[config.mk]
export PLATFORM = sky130hd
export DESIGN_NAME = jzjpcc_decode_stage
export DESIGN_NICKNAME = d
export VERILOG_FILES = /design/src/rtl/jzjpcc_decode_stage.sv
export SDC_FILE = /design/constraint.sdc
export NUM_CORES = 1
export LEC_CHECK = 0
export ABC_CLOCK_PERIOD_IN_PS = 2000
export BUFFER_PORTS_ARGS = -buffer_cell sky130_fd_sc_hd__buf_2
export CAP_MARGIN = 20
export CORE_MARGIN = 3
export CORE_UTILIZATION = 48
export CTS_BUF_LIST = sky130_fd_sc_hd__clkbuf_4 sky130_fd_sc_hd__clkbuf_8 sky130_fd_sc_hd__clkbuf_16
export CTS_CLUSTER_DIAMETER = 200
export DETAILED_ROUTE_END_ITERATION = 8
export PLACE_DENSITY = 0.84
export SLEW_MARGIN = 30
export SYNTH_ARGS = -nofsm -noshare
export SYNTH_HDL_FRONTEND = slang
export SYNTH_SLANG_ARGS = --single-unit
[constraint.sdc]
create_clock -name clock -period 2 [get_ports clock]
set_input_delay 0.1 -clock clock [delete_from_list [all_inputs] [get_ports clock]]
set_output_delay 0.1 -clock clock [all_outputs]
set_load 0.005 [all_outputs]
[src/rtl/jzjpcc_decode_stage.sv]
// jzjpcc_decode_stage
// Decode half of the decode-to-execute link: slices register-file read
// addresses from the fetched RV32I word, decodes immediate and ALU control
// for OP / OP-IMM / LUI / AUIPC, and owns the pipeline register that feeds
// the execute stage (stall hold, flush bubble, unsupported-opcode bubble).
module jzjpcc_decode_stage #(
    parameter int PC_MAX_B = 31
) (
    input  logic                clock,
    input  logic                reset,
    input  logic [31:0]         instruction,
    input  logic [PC_MAX_B:2]   instructionPC,
    input  logic                instructionValid,
    input  logic                stall,
    input  logic                flush,
    output logic [4:0]          rs1Addr,
    output logic [4:0]          rs2Addr,
    input  logic [31:0]         rs1Data,
    input  logic [31:0]         rs2Data,
    output logic [31:0]         immediate,
    output logic [31:0]         rs1,
    output logic [31:0]         rs2,
    output logic [PC_MAX_B:2]   currentPC,
    output logic [4:0]          rdAddr,
    output logic [2:0]          aluOperation,
    output logic                aluMod,
    output logic [1:0]          aluMuxMode,
    output logic                rdWriteEnable,
    output logic                unsupportedInstruction
);

    typedef enum logic [6:0] {
        OPC_OP     = 7'b0110011,
        OPC_OP_IMM = 7'b0010011,
        OPC_LUI    = 7'b0110111,
        OPC_AUIPC  = 7'b0010111
    } opcode_e;

    typedef enum logic [1:0] {
        MUX_RS1_RS2 = 2'b00,
        MUX_RS1_IMM = 2'b01,
        MUX_PC_IMM  = 2'b10,
        MUX_ZERO_IMM = 2'b11
    } aluMux_e;

    // Instruction fields
    logic [6:0] opcode;
    logic [2:0] funct3;
    logic [4:0] rdField;

    assign opcode  = instruction[6:0];
    assign funct3  = instruction[14:12];
    assign rdField = instruction[11:7];

    // Register-file read addresses are raw slices, independent of valid/stall/flush
    assign rs1Addr = instruction[19:15];
    assign rs2Addr = instruction[24:20];

    // Decoded (pre-register) control
    logic [31:0] decImmediate;
    logic [2:0]  decAluOperation;
    logic        decAluMod;
    logic [1:0]  decAluMuxMode;
    logic        decSupported;
    logic        decWriteEnable;

    // Next-state of the execute bundle
    logic [31:0]       nxtImmediate;
    logic [31:0]       nxtRs1;
    logic [31:0]       nxtRs2;
    logic [PC_MAX_B:2] nxtCurrentPC;
    logic [4:0]        nxtRdAddr;
    logic [2:0]        nxtAluOperation;
    logic              nxtAluMod;
    logic [1:0]        nxtAluMuxMode;
    logic              nxtRdWriteEnable;
    logic              nxtUnsupported;

    // Opcode decode: immediate format, ALU operation/modifier and operand muxing
    always_comb begin
        decImmediate    = '0;
        decAluOperation = '0;
        decAluMod       = 1'b0;
        decAluMuxMode   = MUX_RS1_RS2;
        decSupported    = 1'b0;

        case (opcode)
            OPC_OP: begin
                decSupported    = 1'b1;
                decAluMuxMode   = MUX_RS1_RS2;
                decAluOperation = funct3;
                // Only ADD/SUB and SRL/SRA use bit 30 as an operation modifier
                if ((funct3 == 3'b000) || (funct3 == 3'b101)) begin
                    decAluMod = instruction[30];
                end
            end
            OPC_OP_IMM: begin
                decSupported    = 1'b1;
                decAluMuxMode   = MUX_RS1_IMM;
                decAluOperation = funct3;
                // Shifts take a 5-bit shamt; bit 30 is then the SRAI selector, not immediate data
                if ((funct3 == 3'b001) || (funct3 == 3'b101)) begin
                    decImmediate = {27'b0, instruction[24:20]};
                end else begin
                    decImmediate = {{20{instruction[31]}}, instruction[31:20]};
                end
                if (funct3 == 3'b101) begin
                    decAluMod = instruction[30];
                end
            end
            OPC_LUI: begin
                decSupported  = 1'b1;
                decAluMuxMode = MUX_ZERO_IMM;
                decImmediate  = {instruction[31:12], 12'b0};
            end
            OPC_AUIPC: begin
                decSupported  = 1'b1;
                decAluMuxMode = MUX_PC_IMM;
                decImmediate  = {instruction[31:12], 12'b0};
            end
            default: begin
                decSupported = 1'b0;
            end
        endcase

        decWriteEnable = decSupported && (rdField != 5'd0);
    end

    // Select the next execute bundle: flush > stall > invalid > decode
    always_comb begin
        nxtImmediate     = '0;
        nxtRs1           = '0;
        nxtRs2           = '0;
        nxtCurrentPC     = '0;
        nxtRdAddr        = '0;
        nxtAluOperation  = '0;
        nxtAluMod        = 1'b0;
        nxtAluMuxMode    = '0;
        nxtRdWriteEnable = 1'b0;
        nxtUnsupported   = 1'b0;

        if (flush) begin
            // bubble: defaults above
        end else if (stall) begin
            // Hold the bundle; the unsupported flag is a one-cycle pulse and drops
            nxtImmediate     = immediate;
            nxtRs1           = rs1;
            nxtRs2           = rs2;
            nxtCurrentPC     = currentPC;
            nxtRdAddr        = rdAddr;
            nxtAluOperation  = aluOperation;
            nxtAluMod        = aluMod;
            nxtAluMuxMode    = aluMuxMode;
            nxtRdWriteEnable = rdWriteEnable;
        end else if (!instructionValid) begin
            // bubble: defaults above
        end else if (!decSupported) begin
            nxtUnsupported = 1'b1;
        end else begin
            nxtImmediate     = decImmediate;
            nxtRs1           = rs1Data;
            nxtRs2           = rs2Data;
            nxtCurrentPC     = instructionPC;
            nxtRdAddr        = rdField;
            nxtAluOperation  = decAluOperation;
            nxtAluMod        = decAluMod;
            nxtAluMuxMode    = decAluMuxMode;
            nxtRdWriteEnable = decWriteEnable;
        end
    end

    // Decode/execute pipeline register; asynchronous reset leaves a bubble
    always_ff @(posedge clock or negedge reset) begin
        if (!reset) begin
            immediate              <= '0;
            rs1                    <= '0;
            rs2                    <= '0;
            currentPC              <= '0;
            rdAddr                 <= '0;
            aluOperation           <= '0;
            aluMod                 <= 1'b0;
            aluMuxMode             <= '0;
            rdWriteEnable          <= 1'b0;
            unsupportedInstruction <= 1'b0;
        end else begin
            immediate              <= nxtImmediate;
            rs1                    <= nxtRs1;
            rs2                    <= nxtRs2;
            currentPC              <= nxtCurrentPC;
            rdAddr                 <= nxtRdAddr;
            aluOperation           <= nxtAluOperation;
            aluMod                 <= nxtAluMod;
            aluMuxMode             <= nxtAluMuxMode;
            rdWriteEnable          <= nxtRdWriteEnable;
            unsupportedInstruction <= nxtUnsupported;
        end
    end

endmodule

**Word level (Yosys, flattened, before mapping)**

Cells that the tools add are included.

- Register bits after elaboration: 139
- Input bits: 131
- Output and inout bits: 149
- Word-level logic and storage cells: 73

- Equality and inequality tests: 7
- Muxes and demuxes: 48
- Reduce and logical (&&, ||, !) cells: 8

Operators by type and width:

| cell | number |
|---|---|
| 2-to-1 mux 32 bit | 13 |
| 2-to-1 mux 30 bit | 4 |
| case mux 32 bit (2 select lines) | 1 |
| 2-to-1 mux 5 bit | 4 |
| 2-to-1 mux 1 bit | 15 |
| 2-to-1 mux 3 bit | 5 |
| equality test 7 x 5 -> 1 bit (second input constant) | 2 |
| equality test 7 x 6 -> 1 bit (second input constant) | 2 |
| 2-to-1 mux 2 bit | 4 |
| case mux 2 bit (3 select lines) | 1 |
| nonzero test 5 bit | 1 |
| OR reduction 2 bit | 2 |
| OR reduction 4 bit | 1 |
| equality test 3 x 1 -> 1 bit (second input constant) | 1 |
| equality test 3 bit (second input constant) | 1 |
| zero test 3 bit | 1 |
| logical OR 1 bit | 2 |
| != test 2 x 1 -> 1 bit (second input constant) | 1 |
| case mux 1 bit (2 select lines) | 1 |
| logical AND 1 bit | 1 |

**Longest topological paths before layout**

- Word-level depth: 8
- Depth in mapped cells: 6
- Gate-level depth less buffers: 4

**Least setup slack after synthesis**

OpenSTA, ideal clock, no wires.

- Path kind: input -> register
- From: in instructionValid
- To: reg aluMuxMode[1]
- Library setup time: 0.121 ns
- Arrival time: 0.908 ns
- Required time: 1.879 ns
- Setup slack: 0.971 ns
- Stages: 5
- Cells stage by stage: nor3b_2 and4_1 buf_6 buf_8 a22o_1

- Word-level cells in the longest chain between the ends: 3

Ends and longest elaborated chain:

| item | RTL line | RTL |
|---|---|---|
| start: declaration | 13 | `input logic instructionValid,` |
| 2-to-1 mux 2 bit | 155 | `end else if (!instructionValid) begin` |
| 2-to-1 mux 2 bit | 144 | `end else if (stall) begin` |
| 2-to-1 mux 2 bit | 142 | `if (flush) begin` |
| end signal: assignment | 193 | `aluMuxMode <= nxtAluMuxMode;` |
| end: declaration | 27 | `output logic [1:0] aluMuxMode,` |

No other way between the ends. The select of a mux whose other input is x is not followed.
A chain may end at the register's enable or synchronous reset.

**Final worst setup path**

- From: in flush
- To: reg immediate[4]

- Word-level cells in the longest chain between the ends: 1
- Elaborated cells on any way between the ends: 2
- Those cells by class: 1 x eq/ne; 1 x mux

Ends and longest elaborated chain:

| item | RTL line | RTL |
|---|---|---|
| start: declaration | 15 | `input logic flush,` |
| != test 2 x 1 -> 1 bit (no line) or 2-to-1 mux 32 bit (tied branches) | - |  |
| end signal: assignment | 186 | `immediate <= nxtImmediate;` |
| end: declaration | 20 | `output logic [31:0] immediate,` |

Parallel ways exist; a longest one is shown, timed or not.

==> flow_summary.yaml <==
run_status:
  status: "finished, final reports clean"
clock_network:
  cts_max_level: 4
  tritoncts: "built"
  cts.sinks: 139
  cts_inserted_buffers: 17
  clk_pin_slew_worst_paths_ns: 0.06
  cts-root-buf: "clkbuf_8"
  ctsLongestPathBuffers: 2
  clock_latency_ns: 0.50
detailed_routing:
  drcViolationCount: 0
  drt-initial-drc-count: 518
  wl_um: 20800
  drtPass1Iterations: 5
  detail_route.wl_per_cell_um: 22.4
  viasPerCell: 5.67
  ant_nets: 0
  vias: 5262
worst_setup_path:
  reg2reg_depth: 2
  cp.buffers_inverters: 4
  r2r_end: "immediate[1]$_DFFE_PN0P_"
  r2r_start: "immediate[1]$_DFFE_PN0P_"
  crit_arrival_ns: 2.32
  cp-start-kind: "input pin"
  cp_cell_sequence: "dlygate4sd3_1 -> buf_2 -> nor3b_2 -> nand4_1 -> buf_4 -> nor3_4 -> a22o_1 -> dlygate4sd3_1"
  worst-path-max-fanout: 5
  path_class: "in2reg"
  crit_path_frequent_cell: "dlygate4sd3_1"
  reg2reg_slack_ns: 0.72
  crit_path_start: "flush"
  end_kind: "flop"
  critPathMaxStageDelay_ns: 0.56
  cp.required_ns: 2.43
  path_delay_family: "buffers and inverters"
  slowest_stage: "dlygate4sd3_1"
die:
  rows: 37
  core-area_sq_um: 10500
  fp.dieW_um: 111
  start_util: 0.502
  dieHeight_um: 111
  die-area_sq_um: 12200
  ios: 280
timing:
  clock_skew_ns: 0
  post-route-min-period_ns: 1.89
  setup_viol: 0
  hold_viol: 0
  timing.final.crit_share: 0.944
  tightest_slew_ns: 0.761
  slew-limit-headroom: 0.493
  clock.fmax_mhz: 530
  slew_violations: 0
grt:
  grt_util_met1: 0.384
  antenna_found_initial: 0
  overflow: 0
  busiest_layer: "met2"
  grt_max_degree: 72
  grt_pass1_vias: 5587
  grt.total_usage: 0.341
  grt_pass1_wl_um: 32400
  use_met3: 0.102
  grt.met2_usage: 0.587
layout:
  insertedDiodeCount: 0
  fin_area_sq_um: 8550
  n_fill_cell: 568
  final_nets: 911
  drive_above_1_share: 0.412
  multi_input_area_sq_um: 1460
  ff_latch_area_sq_um: 3480
  layout_commonest_cell: "buf_2"
  syn_to_final_growth_pct: 62.7
  final_core_util: 0.817
  layout_common_cells: "278 x buf_2, 139 x dfrtp_1, 130 x dlygate4sd3_1"
logic_synthesis:
  syn_area_sq_um: 5260
  yosys_warnings: 0
  yosysSeqAreaShare: 0.662
  ys_ff_latch: 139
  synth.distinct_cells: 25
  postSynthCellCount: 384
  syn_avg_cell_area_sq_um: 13.7
  synth_nets: 515
job:
  maxCapViolCount: 0
min_path:
  hp-class: "in2async"
pwr:
  ir_worst_vdd_uv: 517
  powerDensity_nw_per_um2: 768
  leakage_nw: 4.68
  p_total_w: 0.00656
placed_design:
  place_congestion: 0.852
  numPortBuffers: 279
  hpwl_um: 11200
  placed_area_sq_um: 6640
how the worst max path moves through the flow:
stage | to | slack, ns | cells after the start
after floorplan | aluMuxMode[1]$_DFFE_PN0P_ | 0.97 | 5
after global placement | currentPC[26]$_DFFE_PN0P_ | 0.58 | 5
after detailed placement | currentPC[3]$_DFFE_PN0P_ | 0.54 | 5
after CTS | immediate[4]$_DFFE_PN0P_ | 0.12 | 7
after global routing | immediate[1]$_DFFE_PN0P_ | -0.03 | 8
final | immediate[4]$_DFFE_PN0P_ | 0.11 | 8
per-stage QoR:
step / setup TNS [ns] / hold WS (ns) / instances / setup WS (ns)
after global placement: 0 / 0.0821 / 766 / 0.581
final: 0 / 0.163 / 928 / 0.112
after detailed placement: 0 / 0.0899 / 766 / 0.539
after CTS: 0 / 0.128 / 927 / 0.117
after global routing: -0.0728 / 0.179 / 928 / -0.0324
after floorplan: 0 / -0.196 / 384 / 0.971
cells by family (layout without fill, tap and decap cells):
group                     after synthesis  after routing  synth area share
AOI/OAI and AO/OA                     159            159             0.234
DFF                                   139            139             0.662
buffers and inverters                  44            452            0.0633
and+or+nand+nor                        41             41            0.0388
xor gates and xnor gates                1              1           0.00167
worst reg2reg max path, delay by kind of cell, from the launching register on:
kind / cells / cell delay [ns]
AO/OA/AOI/OAI: 1 / 0.22
buffers and inverters: 1 / 0.56
flip-flops: 1 / 0.39
synth_stat cells:
master / count / area [sq um]
a21oi_1: 21 / 105
a22o_1: 116 / 1020
and2_1: 1 / 6.26
and3_1: 2 / 12.5
and4_1: 1 / 8.76
buf_1: 6 / 22.5
buf_2: 8 / 40.0
buf_4: 10 / 75.1
buf_6: 1 / 11.3
buf_8: 10 / 150
clkbuf_1: 9 / 33.8
dfrtp_1: 139 / 3480
nand2_1: 23 / 86.3
nand2b_1: 2 / 12.5
nand3_1: 1 / 5.00
nand4_1: 1 / 6.26
nor2_1: 3 / 11.3
nor2b_1: 3 / 18.8
nor3_2: 1 / 10.0
nor3b_2: 1 / 12.5
o21ai_0: 6 / 30.0
o21ai_1: 16 / 80.1
or3_1: 1 / 6.26
or4_1: 1 / 7.51
xor2_1: 1 / 8.76
sequential cells by signal, summed over array words and instances (netlist names):
signal                  cells
rdWriteEnable               1
rs1                        32
immediate                  32
currentPC                  30
aluMod                      1
rs2                        32
unsupportedInstruction      1
aluOperation                3
rdAddr                      5
aluMuxMode                  2
report_power, final:
part / total, W / switching [W] / internal [W] / leakage [nW]
clock: 0.00318 / 0.00119 / 0.00199 / 0.288
combinational: 0.000560 / 0.000261 / 0.000300 / 2.45
sequential: 0.00282 / 0.00000432 / 0.00282 / 1.94
total: 0.00656 / 0.00145 / 0.00511 / 4.68
layout make-up:
cell class / instances / area share
clock buffers: 21 / 0.0534
clock inverters: 10 / 0.0164
multi-input cells: 201 / 0.171
flip-flops and latches: 139 / 0.407
well taps: 136 / 0.0199
repair buffers: 421 / 0.333
metal layers:
layer,vias up,part of all wire
met5,-,0
met4,0,0.056
met3,88,0.083
met2,386,0.51
met1,2572,0.35
li1,2216,-
repair_timing:
action                                  in CTS  in global routing
setup buffers                                0                  1
resized for setup                            0                  1
endpoints found under the setup margin       0                  5
hold buffers                               130                  0
hold endpoints to repair                   233                  0
Note: power is estimated with default switching activity, not from simulation.
